File: src/rtl/fifo_pkg.sv
// Shared definitions for the dual-clock FIFO: pointer coding helpers,
// default pointer type and read-mode selectors.
package fifo_pkg;

  // Widest pointer the coding helpers handle; narrower pointers are
  // zero-extended on the way in and truncated on the way out.
  localparam int MAX_W = 32;

  // Default geometry: 256-entry RAM, one extra lap bit on each pointer.
  localparam int DEF_ADDR_W = 8;
  localparam int PTR_W      = DEF_ADDR_W + 1;

  typedef logic [PTR_W-1:0] ptr_t;

  // Read-side presentation modes.
  localparam bit MODE_STD  = 1'b0;
  localparam bit MODE_FWFT = 1'b1;

  // Binary to reflected Gray. Zero upper bits stay zero, so the result is
  // valid for any width up to MAX_W.
  function automatic logic [MAX_W-1:0] bin2gray(input logic [MAX_W-1:0] b);
    return b ^ (b >> 1);
  endfunction

  // Reflected Gray to binary. Walks from the MSB down; leading zeros of a
  // zero-extended narrow pointer do not disturb the low bits.
  function automatic logic [MAX_W-1:0] gray2bin(input logic [MAX_W-1:0] g);
    logic [MAX_W-1:0] b;
    b[MAX_W-1] = g[MAX_W-1];
    for (int i = MAX_W - 2; i >= 0; i--) begin
      b[i] = b[i+1] ^ g[i];
    end
    return b;
  endfunction

endpackage

File: src/rtl/fifo_fwft_stage.sv
// First-word-fall-through output stage: tracks whether the RAM output
// register holds an unread word and prefetches the next one whenever that
// register is free or being consumed, so back-to-back reads have no bubbles.
module fifo_fwft_stage (
  input  logic rclk,
  input  logic rrst_n,
  input  logic rd_en,
  input  logic ram_empty,
  output logic ram_ren,
  output logic valid_next,
  output logic empty
);

  logic valid;

  // Fetch when the output word is absent or leaves this cycle; no fetch in reset.
  always_comb begin
    ram_ren    = rrst_n & ~ram_empty & (~valid | rd_en);
    valid_next = ram_ren | (valid & ~rd_en);
  end

  // Output-register occupancy; empty is kept as its own flop so it is glitch-free.
  always_ff @(posedge rclk or negedge rrst_n) begin
    if (!rrst_n) begin
      valid <= 1'b0;
      empty <= 1'b1;
    end else begin
      valid <= valid_next;
      empty <= ~valid_next;
    end
  end

endmodule

File: src/rtl/async_fifo_rd_ctrl.sv
// Read-domain controller of the dual-clock FIFO: read pointers (binary and
// Gray), RAM read port, registered empty / almost_empty / occupancy and a
// sticky underflow flag. FWFT selects fall-through or standard presentation.
module async_fifo_rd_ctrl
  import fifo_pkg::*;
#(
  parameter int ADDR_W  = 8,
  parameter bit FWFT    = MODE_FWFT,
  parameter int RAM_LAT = 1
) (
  input  logic              rclk,
  input  logic              rrst_n,
  input  logic              rd_en,
  input  logic [ADDR_W:0]   g_w_ptr_sync,
  input  logic [ADDR_W:0]   ae_level,
  input  logic              clr_underflow,
  output logic [ADDR_W-1:0] ram_raddr,
  output logic              ram_ren,
  output logic [ADDR_W:0]   g_r_ptr,
  output logic              empty,
  output logic              almost_empty,
  output logic [ADDR_W:0]   rd_count,
  output logic              underflow
);

  localparam int PW = ADDR_W + 1;

  // The prefetch timing assumes the RAM output is registered exactly once.
  if (RAM_LAT != 1) begin : g_bad_ram_lat
    $error("async_fifo_rd_ctrl: only RAM_LAT = 1 is supported");
  end

  if (PW > MAX_W) begin : g_bad_addr_w
    $error("async_fifo_rd_ctrl: ADDR_W too wide for pointer helpers");
  end

  logic [PW-1:0] rbin;
  logic [PW-1:0] rbin_next;
  logic [PW-1:0] wbin;
  logic [PW-1:0] rd_count_next;
  logic          ram_empty;
  logic          ram_ren_i;
  logic          valid_next;
  logic          empty_i;
  logic          underflow_next;

  assign wbin      = PW'(gray2bin(MAX_W'(g_w_ptr_sync)));
  // Full-width compare: the MSB separates a full lap from an empty FIFO.
  assign ram_empty = (rbin == wbin);

  if (FWFT == MODE_FWFT) begin : g_fwft
    fifo_fwft_stage u_fwft_stage (
      .rclk       (rclk),
      .rrst_n     (rrst_n),
      .rd_en      (rd_en),
      .ram_empty  (ram_empty),
      .ram_ren    (ram_ren_i),
      .valid_next (valid_next),
      .empty      (empty_i)
    );
  end else begin : g_std
    logic empty_q;

    // A read is honoured only while the RAM still holds an unread word.
    assign ram_ren_i  = rrst_n & rd_en & ~empty_q;
    assign valid_next = 1'b0;
    assign empty_i    = empty_q;

    // Empty looks one pointer step ahead so it is exact the cycle after a read.
    always_ff @(posedge rclk or negedge rrst_n) begin
      if (!rrst_n) begin
        empty_q <= 1'b1;
      end else begin
        empty_q <= (rbin_next == wbin);
      end
    end
  end

  // Next-state arithmetic for pointer, occupancy and sticky flag.
  always_comb begin
    rbin_next      = rbin + PW'(ram_ren_i);
    // In FWFT mode the word parked on the RAM output still counts as stored.
    rd_count_next  = (wbin - rbin_next) + PW'(valid_next);
    // A new underflow outranks a simultaneous clear.
    underflow_next = (rd_en & empty_i) | (underflow & ~clr_underflow);
  end

  // Pointer, occupancy and flag registers.
  always_ff @(posedge rclk or negedge rrst_n) begin
    if (!rrst_n) begin
      rbin         <= '0;
      g_r_ptr      <= '0;
      rd_count     <= '0;
      almost_empty <= 1'b1;
      underflow    <= 1'b0;
    end else begin
      rbin         <= rbin_next;
      g_r_ptr      <= PW'(bin2gray(MAX_W'(rbin_next)));
      rd_count     <= rd_count_next;
      almost_empty <= (rd_count_next <= ae_level);
      underflow    <= underflow_next;
    end
  end

  assign ram_raddr = rbin[ADDR_W-1:0];
  assign ram_ren   = ram_ren_i;
  assign empty     = empty_i;

endmodule

File: config.mk
export PLATFORM = sky130hd
export DESIGN_NAME = async_fifo_rd_ctrl
export DESIGN_NICKNAME = d
export VERILOG_FILES = /design/src/rtl/fifo_pkg.sv /design/src/rtl/fifo_fwft_stage.sv /design/src/rtl/async_fifo_rd_ctrl.sv
export SDC_FILE = /design/constraint.sdc
export NUM_CORES = 1
export LEC_CHECK = 0
export CAP_MARGIN = 20
export CORE_ASPECT_RATIO = 2
export CORE_UTILIZATION = 49
export DETAILED_ROUTE_END_ITERATION = 6
export GPL_ROUTABILITY_DRIVEN = 0
export GPL_TIMING_DRIVEN = 0
export PLACE_DENSITY = 0.81
export SETUP_SLACK_MARGIN = 0.3
export SYNTH_ARGS = -nofsm -noshare
export SYNTH_HDL_FRONTEND = slang
export SYNTH_SLANG_ARGS = --single-unit
File: constraint.sdc
create_clock -name rclk -period 5.6 [get_ports rclk]
set_clock_uncertainty 0.2 [all_clocks]
set_input_delay 1.68 -clock rclk [delete_from_list [all_inputs] [get_ports rclk]]
set_output_delay 1.68 -clock rclk [all_outputs]
set_load 0.05 [all_outputs]
After elaboration in Yosys (flattened, before gate mapping)
Index checks and enable logic that the tools add are counted.
Word-level totals
  logic and storage cells: 34
  bits of input ports: 22
  bits in registers: 31
  RAM bits: 0
  memories: 0
  bits in read-only memories: 0
  latch bits: 0
  output and inout port bits: 30
Cells by class
  multiply operators: 0
  eq/ne operators: 1
  divide/modulo/power cells: 0
  shift-type cells: 0
  muxes and demuxes: 0
  $add $sub $neg: 3
  reductions and logical operators: 0
  magnitude comparators: 1
  bitwise gates (word level): 22
Operator list (number)
  adder 9 x 1 -> 9 bit: 2
  equality test 9 bit: 1
  less-or-equal comparator 9 bit: 1
  subtractor 9 bit: 1
  XOR 9 x 8 -> 9 bit: 1
  XOR 1 bit: 8
  bitwise AND 1 bit: 5
  NOT 1 bit: 5
  OR 1 bit: 3

Depth between registers and ports, before layout
Gate-level depths: netlist (run 1).
  depth in word-level cells: 16
  depth in mapped cells: 24
  mapped depth without buffers: 23

Modules after synthesis
A second synthesis (run 1) with hierarchy kept.
Second synthesis, totals
  cells, all modules: 190
  area total of the unflattened synthesis: 2005.7 um^2
Modules (own cells, without submodules)
  async_fifo_rd_ctrl: times used 1, cells an instance 182, sequential area each 701.9 um^2, area each 1900.6 um^2
  fifo_fwft_stage: times used 1, cells an instance 8, sequential area each 51.3 um^2, area each 105.1 um^2

Worst setup path after synthesis (run 1)
No wires, ideal clock.
  kind: in2reg
  start point: input port g_w_ptr_sync[8]
  end point: register almost_empty
  path slack: -1.613 ns
  cell stages on the path: 23
  path buffers: 1
  data arrival time: 6.926 ns
  setup time: 0.087 ns
  data required time: 5.313 ns
  cells stage by stage: buf_4 > xor3_2 > xnor3_2 > xnor2_4 > mux2i_1 > o41ai_2 > nor2b_1 > ha_1 > ha_1 > xor2_1 > inv_1 > ha_1 > ha_1 > a21o_1 > a21oi_1 > o21bai_1 > a21oi_1 > a21oi_1 > xnor2_1 > ha_1 > nand2_1 > a211oi_1 > o21ai_0
Between the ends
  cells in the longest elaborated chain, start to end: 16
  elaborated cells on any way between the ends: 17
  those cells by class: add/sub (3); order compare (1); eq/ne (1); bitwise (12)
Ends and longest elaborated chain
  start: declaration: RTL line async_fifo_rd_ctrl.sv:14  | input logic [ADDR_W:0] g_w_ptr_sync,
  XOR 1 bit (8 in series): RTL line fifo_pkg.sv:31  | b[i] = b[i+1] ^ g[i];
  equality test 9 bit *: RTL line async_fifo_rd_ctrl.sv:49  | assign ram_empty = (rbin == wbin);
  NOT 1 bit *: RTL line fifo_fwft_stage.sv:18  | ram_ren = rrst_n & ~ram_empty & (~valid | rd_en);
  bitwise AND 1 bit * (2 in series): RTL line fifo_fwft_stage.sv:18
  named net ram_ren: RTL line async_fifo_rd_ctrl.sv:18  | output logic ram_ren,
  adder 9 x 1 -> 9 bit *: RTL line async_fifo_rd_ctrl.sv:81  | rbin_next = rbin + PW'(ram_ren_i);
  named net rbin_next[2]: RTL line async_fifo_rd_ctrl.sv:38  | logic [PW-1:0] rbin_next;
  subtractor 9 bit *: RTL line async_fifo_rd_ctrl.sv:83  | rd_count_next = (wbin - rbin_next) + PW'(valid_next);
  adder 9 x 1 -> 9 bit *: RTL line async_fifo_rd_ctrl.sv:83
  named net rd_count_next[8]: RTL line async_fifo_rd_ctrl.sv:40  | logic [PW-1:0] rd_count_next;
  less-or-equal comparator 9 bit *: RTL line async_fifo_rd_ctrl.sv:100  | almost_empty <= (rd_count_next <= ae_level);
  end signal: assignment: RTL line async_fifo_rd_ctrl.sv:100
  end: declaration: RTL line async_fifo_rd_ctrl.sv:21  | output logic almost_empty,
The timed path passes the listed nets; every way through them passes the cells marked *.

Worst setup path after layout (run 1)
  start point: input port g_w_ptr_sync[8]
  end point: register almost_empty
Between the ends
  cells in the longest elaborated chain, start to end: 16
  elaborated cells on any way between the ends: 17
  those cells by class: add/sub (3); order compare (1); eq/ne (1); bitwise (12)
Ends and longest elaborated chain (RTL line)
  XOR 1 bit (8 in series): fifo_pkg.sv:31
  equality test 9 bit *: async_fifo_rd_ctrl.sv:49
  NOT 1 bit *: fifo_fwft_stage.sv:18
  bitwise AND 1 bit * (2 in series): fifo_fwft_stage.sv:18
  adder 9 x 1 -> 9 bit *: async_fifo_rd_ctrl.sv:81
  named net rbin_next[1]: async_fifo_rd_ctrl.sv:38
  subtractor 9 bit *: async_fifo_rd_ctrl.sv:83
  adder 9 x 1 -> 9 bit *: async_fifo_rd_ctrl.sv:83
  named net rd_count_next[6]: async_fifo_rd_ctrl.sv:40
  less-or-equal comparator 9 bit *: async_fifo_rd_ctrl.sv:100
Marked as above.

==> run summary, run 1 <==
The run finished, with violations left. The final reports fail on negative setup slack. STA classifies the critical path endpoint as a flop. The H-tree generated during clock tree synthesis spans 2 levels. The logs give 0 for the number of antenna violations at the first check in global routing and 0 for the number of warnings printed during yosys synthesis. The worst hold path begins at g_fwft.u_fwft_stage.empty$_DFF_PN1_. In the final design database the tool counted 318 nets.

The sink count of the clock tree is 30, and the fraction of the cycle the final worst path needs is 1.09. In this run, distinct cell masters in the synthesized netlist total 35. At the pin with the least slew margin, the transition time is 0.727 ns. The clock-pin transition on the worst setup and hold timing paths was 0.07 ns. Class of the most critical hold timing path: flop to flop. The effective utilization at floorplan was 0.510. Summing every instance area after synthesis gives 1960 sq um. OpenSTA, run right after detailed placement, puts the worst setup slack at -1.33 ns. In the synthesized netlist the dominant register cell turns out to be sky130_fd_sc_hd__dfrtp_1. TritonCTS built the clock tree. The worst slew margin relative to its limit is 0.515. After detailed routing, the number of vias per cell comes to 5.23. The number of cells on the worst reg-to-reg path is 21. The final-report hold violation count came out at 0. The average footprint of a synthesized cell was 10.8 sq um.

The tools report the antenna diode instance count as 0. The number of cells on the worst hold path came out at 2. The global-route wire length before repair is 7270 microns. The total congestion overflow is 0, and the placed standard-cell area is 2700 sq um. Summed over all nets, the half-perimeter wirelength after detailed placement is 3260 microns. The logs give 5700 microns for the detailed-route wire length and 32 for the maximum number of pins on one net before global-route repair. The run gives 0.384 as the sequential fraction of the synthesis area.

Static timing analysis puts the maximum clock frequency at 0.163 GHz. The run gives 0.29 ns as the source-to-sink clock delay at the later pin of the worst-skew pair. In this run the vertical extent of the chip is 91.5 microns.

Of all nets on the critical path, the largest fanout is 3. The setup violation total in the final timing report was 2; the floorplan core area was 3840 sq um. Adding up every negative setup slack in the final design gives -0.899 ns. The logs give -0.521 ns for the final worst slack and 1677 for the via count of the first global-routing pass.

The tools report the synthesized net count as 229. The tools report the sort of element at the start of the critical path as a primary input. In this run, the number of DRC markers left after iteration 0 of detailed routing was 26. The total iterations of the first detailed-routing run came out at 4. The startpoint identified for the worst register-to-register timing path is g_r_ptr[8]$_DFF_PN0_.

From synthesis to final layout, the design area changed by 63.9%. The logs give 6.13 ns for the worst endpoint data arrival time and 4270 sq um for the area of the die. The overall die width is 46.7 microns, and the shortest clock period the worst path allows after layout is 6.12 ns. The run gives 0 as the number of pins with negative max-slew slack in the final report.

Once layout is done, the placed cells without fillers occupy 3210 sq um. In this run the remaining antenna-violating nets after routing total 0. Wire length per cell after detailed routing: 17.6 microns.

Category of the critical setup timing path: primary input to flop. The share of post-route cells with drive strength above 1 works out to 0.353. For the combined global-route utilization of all metal layers, the log shows 0.235. The library cell used most frequently in the layout, excluding fill and tap cells, is sky130_fd_sc_hd__clkdlybuf4s50_1.

The number of design rule violations left after detail routing was 0. The number of hold-repair buffers added at the cts stage was 0; the fraction of synthesized cell area taken by the top area cell type was 0.357. The worst endpoint required time was 5.61 ns. The I/O pin total is 52, and the total vias in the final route is 1689. In this run the deepest clock path goes through 2 buffers. Max-cap violations in this run came to 0. The timing startpoint of the critical path is g_w_ptr_sync[8]. In the synthesized netlist, the number of instances is 182. The number of I/O port buffers was 49; the async set-reset flop share out of synthesis was 1.00.

The setup slack on the worst flop-to-flop path was 0.89 ns. By area the synthesized netlist is led by sky130_fd_sc_hd__dfrtp_1 36%, sky130_fd_sc_hd__ha_1 15%, sky130_fd_sc_hd__xnor2_1 8.5%, sky130_fd_sc_hd__xor2_1 8.5%, sky130_fd_sc_hd__inv_1 3.4%. Clock root buffer: sky130_fd_sc_hd__clkbuf_8. The flip-flop and latch count after synthesis is 30. Setup repair after global routing could not meet its margin everywhere. The top cell type by total area after synthesis was sky130_fd_sc_hd__dfrtp_1. The top cell types in the final layout, fill and taps aside, are 42 x sky130_fd_sc_hd__clkdlybuf4s50_1, 28 x sky130_fd_sc_hd__dfrtp_1, 27 x sky130_fd_sc_hd__buf_4.

The logs give 5 for the TritonCTS buffer count and 32 for the number of placement rows. Number of enable flip-flop cells after synthesis: 0.
final cells by class:
| class | instances | area, sq um |
|---|---|---|
| Fill cell | 224 | 631 |
| Inverter | 18 | 70.1 |
| Clock inverter | 2 | 12.5 |
| Multi-Input combinational cell | 132 | 1440 |
| Tap cell | 51 | 63.8 |
| Buffer | 2 | 45.0 |
| Sequential cell | 30 | 753 |
| Clock buffer | 6 | 82.6 |
| Timing Repair Buffer | 82 | 748 |
cell families (layout without fill, tap and decap cells):
| group | count (synthesis) | in the layout | synth area share |
|---|---|---|---|
| buffers and inverters | 20 | 110 | 0.0408 |
| xor gates and xnor gates | 42 | 42 | 0.222 |
| DFF | 30 | 30 | 0.384 |
| AOI/OAI and AO/OA | 23 | 23 | 0.0817 |
| muxes | 1 | 1 | 0.00511 |
| adders and majority gates | 25 | 25 | 0.163 |
| and+or+nand+nor | 41 | 41 | 0.103 |
routing by layer:
layer  up-vias  wire [microns]  share of wire  global-route usage
met5         -               0              0                   0
met4         0             134          0.024              0.0714
met3        14             125          0.022              0.0179
met2        36            3620           0.64               0.462
met1       855            1820           0.32               0.230
li1        784               -              -                   -
sequential cells by signal, summed over array words and instances (netlist names):
register / count
g_r_ptr: 9
rd_count: 9
rbin: 8
almost_empty: 1
g_fwft.u_fwft_stage.empty: 1
g_fwft.u_fwft_stage.valid: 1
underflow: 1
cells in the mapped netlist (all sizes together), types with 2 or more instances:
cell type / count
o21a: 4
nand2: 7
xor2: 19
nand3: 8
nand4: 2
nor3: 2
nor2: 10
o21ai: 4
nor2b: 3
a21o: 3
xnor3: 2
inv: 18
a211oi: 2
ha: 24
and2: 3
xnor2: 20
or3: 3
dfstp: 2
a21oi: 5
dfrtp: 28
per-stage QoR:
| step | cells | util | hold slack, ns |
|---|---|---|---|
| floorplan | 182 | - | 0.309 |
| global placement | 282 | 0.704 | 0.309 |
| detailed placement | 282 | 0.703 | 0.319 |
| CTS | 307 | 0.782 | 0.343 |
| global route | 323 | 0.836 | 0.394 |
| finish | 323 | 0.836 | 0.353 |
timing repair:
item | in CTS | in global routing
pin swaps | 16 | 16
endpoints found under the hold margin | 0 | 0
setup endpoints to repair | 9 | 7
resized for setup | 29 | 25
buffers inserted | 17 | 16
path summary, 6_finish.rpt:
check                                          to
max                        almost_empty$_DFF_PN1_
min                           underflow$_DFF_PN0_
max reg2reg                almost_empty$_DFF_PN1_
min reg2reg                   underflow$_DFF_PN0_
max in group asynchronous   rd_count[4]$_DFF_PN0_
min in group asynchronous   rd_count[7]$_DFF_PN0_
critical path, cell delays in order:
cell and delay (ns):
sky130_fd_sc_hd__buf_12 0.10, sky130_fd_sc_hd__xor3_2 0.39, sky130_fd_sc_hd__xnor3_2 0.27, sky130_fd_sc_hd__buf_6 0.14
sky130_fd_sc_hd__o31a_4 0.28, sky130_fd_sc_hd__o41ai_4 0.44, sky130_fd_sc_hd__nor2b_4 0.09, sky130_fd_sc_hd__ha_4 0.19
sky130_fd_sc_hd__ha_4 0.30, sky130_fd_sc_hd__inv_4 0.04, sky130_fd_sc_hd__ha_4 0.23, sky130_fd_sc_hd__fa_2 0.35
sky130_fd_sc_hd__a21o_1 0.18, sky130_fd_sc_hd__a21oi_2 0.20, sky130_fd_sc_hd__o21bai_1 0.11, sky130_fd_sc_hd__a21oi_2 0.16
sky130_fd_sc_hd__buf_4 0.14, sky130_fd_sc_hd__xnor2_2 0.08, sky130_fd_sc_hd__ha_1 0.31, sky130_fd_sc_hd__o21a_1 0.15
sky130_fd_sc_hd__nor2_2 0.04, sky130_fd_sc_hd__a211oi_2 0.18, sky130_fd_sc_hd__o21ai_1 0.08
Power of run 1 is not shown: default switching activity piles up to over one toggle a cycle in this logic, so the estimate is an artifact.
==> inputs of run 2 (changes only) <==
- HOLD_SLACK_MARGIN: unset -> 0.06
==> results of run 2 <==
The final DEF is identical to that of run 1; final timing and power are the same.
Power of run 2 is left out for the same reason.
==> inputs of run 3 (changes only) <==
- ABC_CLOCK_PERIOD_IN_PS: unset -> 5600
- PLACE_DENSITY: 0.81 -> unset
- PLACE_DENSITY_LB_ADDON: unset -> 0.1
==> run 3 against run 2 <==
  * The flow still finishes with violations (negative setup slack)
  * Largest cell class unchanged
  * Critical path type unchanged
  * Wire length decreased by 10%
  * Non-clock buffer count down 13
  * Via count is 4.7% lower
  * Final cell count shrank 4.0%
  * Worst setup slack better by 0.017 ns
  * Fmax grew 0.28%
  * Worst hold slack improved by 0.018 ns
  * Clock-buffer cell count did not move
  * Register-to-register slack improved by 0.02 ns
  * Critical path depth rose by 1
==> run summary, run 3 (synthesis gave the netlist of run 1 again) <==
The tools report the effective utilization at floorplan as 0.510. The tools report the clock tree buffer depth as 2. For the worst-skew pair, the clock arrives at the later sink with an insertion delay of 0.28 ns. Setup repair after global routing could not meet its margin everywhere. CTS built an H-tree with a depth of 2. The tools report the setup slack on the worst flop-to-flop path as 0.91 ns. Leaving out fill and tap cells, the most frequent cell in the layout is sky130_fd_sc_hd__clkdlybuf4s50_1. The cell depth of the worst flop-to-flop path was 21; the shortest clock period the worst path allows after layout was 6.10 ns.

Once detailed placement completed, the half-perimeter wirelength came to 3570 microns. The die height is 91.5 microns, and the wire length per cell after detailed routing is 16.5 microns. The logs give 0 for the number of design rule violations left after detail routing and 0.250 for the combined global-route utilization of all metal layers. For this run the aggregate overflow at the end of global routing stands at 0.

The tools report the global-route wire length before repair as 7650 microns. The per-cell via count in the routed design came out at 5.19. The sink count of the clock tree was 30. The endpoint identified for the worst register-to-register timing path is almost_empty$_DFF_PN1_. The share of post-route cells with drive strength above 1 came out at 0.313.

The path class of the tightest hold or removal check is flop to flop. For the final worst slack, the log shows -0.504 ns. The tool flagged a number of max-cap violations equal to 0.

The number of hold buffers added after CTS was 0. The tools report the via count of the first global-routing pass as 1724. The remaining antenna violation count was 0; the transition time of the tightest slew-check pin was 0.545 ns. For the worst setup path, the data required time is 5.61 ns.

The checks that failed: negative setup slack. For this run, the detailed router's first-pass iteration total came to 4. The highest net fanout along the worst path came out at 4. The final-report hold violation count is 0. The relative area change from synthesis to final layout was 58.8%. Terminating pin of the worst hold path: underflow$_DFF_PN0_. In this run the critical register-to-register path is launched from g_r_ptr[8]$_DFF_PN0_. Entering global routing, the biggest net connects 21 pins. In this run, placement finished with an instance count of 283.

For the total vias in the final route, the log shows 1610. For the detailed-route wire length, the log shows 5120 microns. The final layout contains 305 nets. For this run, the number of standard cells in the final layout without fillers is 310. The setup violation total in the final timing report was 1. Category of the critical setup timing path: primary input to flop.

Floorplan core area: 3840 sq um. After floorplanning, the core was divided into 32 placement rows. The maximum achievable frequency is 0.164 GHz, and the number of cells on the worst hold path is 2.

The worst setup path is launched from a primary input. For the number of pins with negative max-slew slack in the final report, the log shows 0. In this run, CTS created clock tree buffers numbering 5.

Fraction of the cycle the final worst path needs: 1.09. The flow ran to the end, but the final reports show violations. STA classifies the critical path endpoint as a flop.

During placement, the flow inserted port buffers numbering 49. The clock root buffer is sky130_fd_sc_hd__clkbuf_8. The area of the die is 4270 sq um. The worst hold path begins at g_fwft.u_fwft_stage.empty$_DFF_PN1_. STA puts the critical path data arrival time at 6.11 ns. TritonCTS built the clock tree. The largest registers in the layout are g_r_ptr: 9 flops, rd_count: 9 flops, rbin: 8 flops. The clock-pin transition on the worst setup and hold timing paths is 0.06 ns.

The worst slew margin relative to its limit is 0.635, and the final setup TNS is -0.504 ns. The top cell types in the final layout, fill and taps aside, are 44 x sky130_fd_sc_hd__clkdlybuf4s50_1, 28 x sky130_fd_sc_hd__dfrtp_1, 17 x sky130_fd_sc_hd__ha_1. 52 I/O pins were placed. The run gives 0 as the number of antenna violations at the first check in global routing.

The die is 46.7 microns wide. The antenna diode instance count came out at 0. The run gives 21 as the initial detailed-routing violation count.
## run 3: how the worst max path moves through the flow
stage                          startpoint                     end  slack, ns  cells past startpoint
after global routing      g_w_ptr_sync[7]  almost_empty$_DFF_PN1_      -0.72                     25
after detailed placement  g_w_ptr_sync[6]  almost_empty$_DFF_PN1_      -1.46                     22
after CTS                 g_w_ptr_sync[7]  almost_empty$_DFF_PN1_      -0.73                     23
after global placement    g_w_ptr_sync[6]  almost_empty$_DFF_PN1_      -1.26                     22
after floorplan           g_w_ptr_sync[7]  almost_empty$_DFF_PN1_      -0.64                     24
final                     g_w_ptr_sync[7]  almost_empty$_DFF_PN1_      -0.50                     24
## run 3: layout make-up
cell class / instances / area [sq um]
Clock buffer: 6 / 82.6
Timing Repair Buffer: 69 / 659
Fill cell: 245 / 731
Sequential cell: 30 / 753
Inverter: 18 / 67.6
Clock inverter: 2 / 12.5
Buffer: 2 / 45.0
Multi-Input combinational cell: 132 / 1430
Tap cell: 51 / 63.8
## run 3: through the flow
| stage | hold WS, ns | util | setup slack (ns) | instance area, sq um |
|---|---|---|---|---|
| 2_1_floorplan | 0.309 | - | -0.635 | 2150 |
| 3_3_place_gp | 0.307 | 0.704 | -1.26 | 2710 |
| 3_5_place_dp | 0.339 | 0.708 | -1.46 | 2720 |
| 4_1_cts | 0.376 | 0.772 | -0.730 | 2970 |
| 5_1_grt | 0.406 | 0.810 | -0.717 | 3110 |
| 6_report | 0.371 | 0.810 | -0.504 | 3110 |
## run 3: timing repair
action | 4_1_cts | 5_1_grt
endpoints found under the setup margin | 10 | 7
resized for setup | 26 | 19
pin swaps | 24 | 21
setup buffers | 10 | 9
## run 3: worst max-delay path, stage by stage
cell and delay (ns):
sky130_fd_sc_hd__clkbuf_16 0.11, sky130_fd_sc_hd__buf_8 0.09, sky130_fd_sc_hd__xnor3_4 0.52, sky130_fd_sc_hd__xnor2_4 0.24, sky130_fd_sc_hd__and3_4 0.21, sky130_fd_sc_hd__nor2_2 0.05, sky130_fd_sc_hd__o41ai_4 0.43, sky130_fd_sc_hd__nor2b_4 0.09
sky130_fd_sc_hd__ha_4 0.19, sky130_fd_sc_hd__ha_4 0.27, sky130_fd_sc_hd__inv_2 0.04, sky130_fd_sc_hd__ha_4 0.27, sky130_fd_sc_hd__ha_4 0.19, sky130_fd_sc_hd__a21o_1 0.16, sky130_fd_sc_hd__a21oi_2 0.18, sky130_fd_sc_hd__nor2b_1 0.07
sky130_fd_sc_hd__o21a_1 0.22, sky130_fd_sc_hd__nor2_2 0.16, sky130_fd_sc_hd__xnor2_2 0.15, sky130_fd_sc_hd__ha_1 0.27, sky130_fd_sc_hd__o21a_1 0.19, sky130_fd_sc_hd__nor2_2 0.13, sky130_fd_sc_hd__a211oi_2 0.06, sky130_fd_sc_hd__o21ai_1 0.15
## run 3: layer usage
metal | up-vias | global-route usage | share of wire
met4 | 0 | 0.0833 | 0.027
li1 | 752 | - | -
met1 | 801 | 0.248 | 0.32
met5 | - | 0 | 0
met3 | 14 | 0.0437 | 0.032
met2 | 43 | 0.471 | 0.62
Power of run 3 is left out for the same reason.
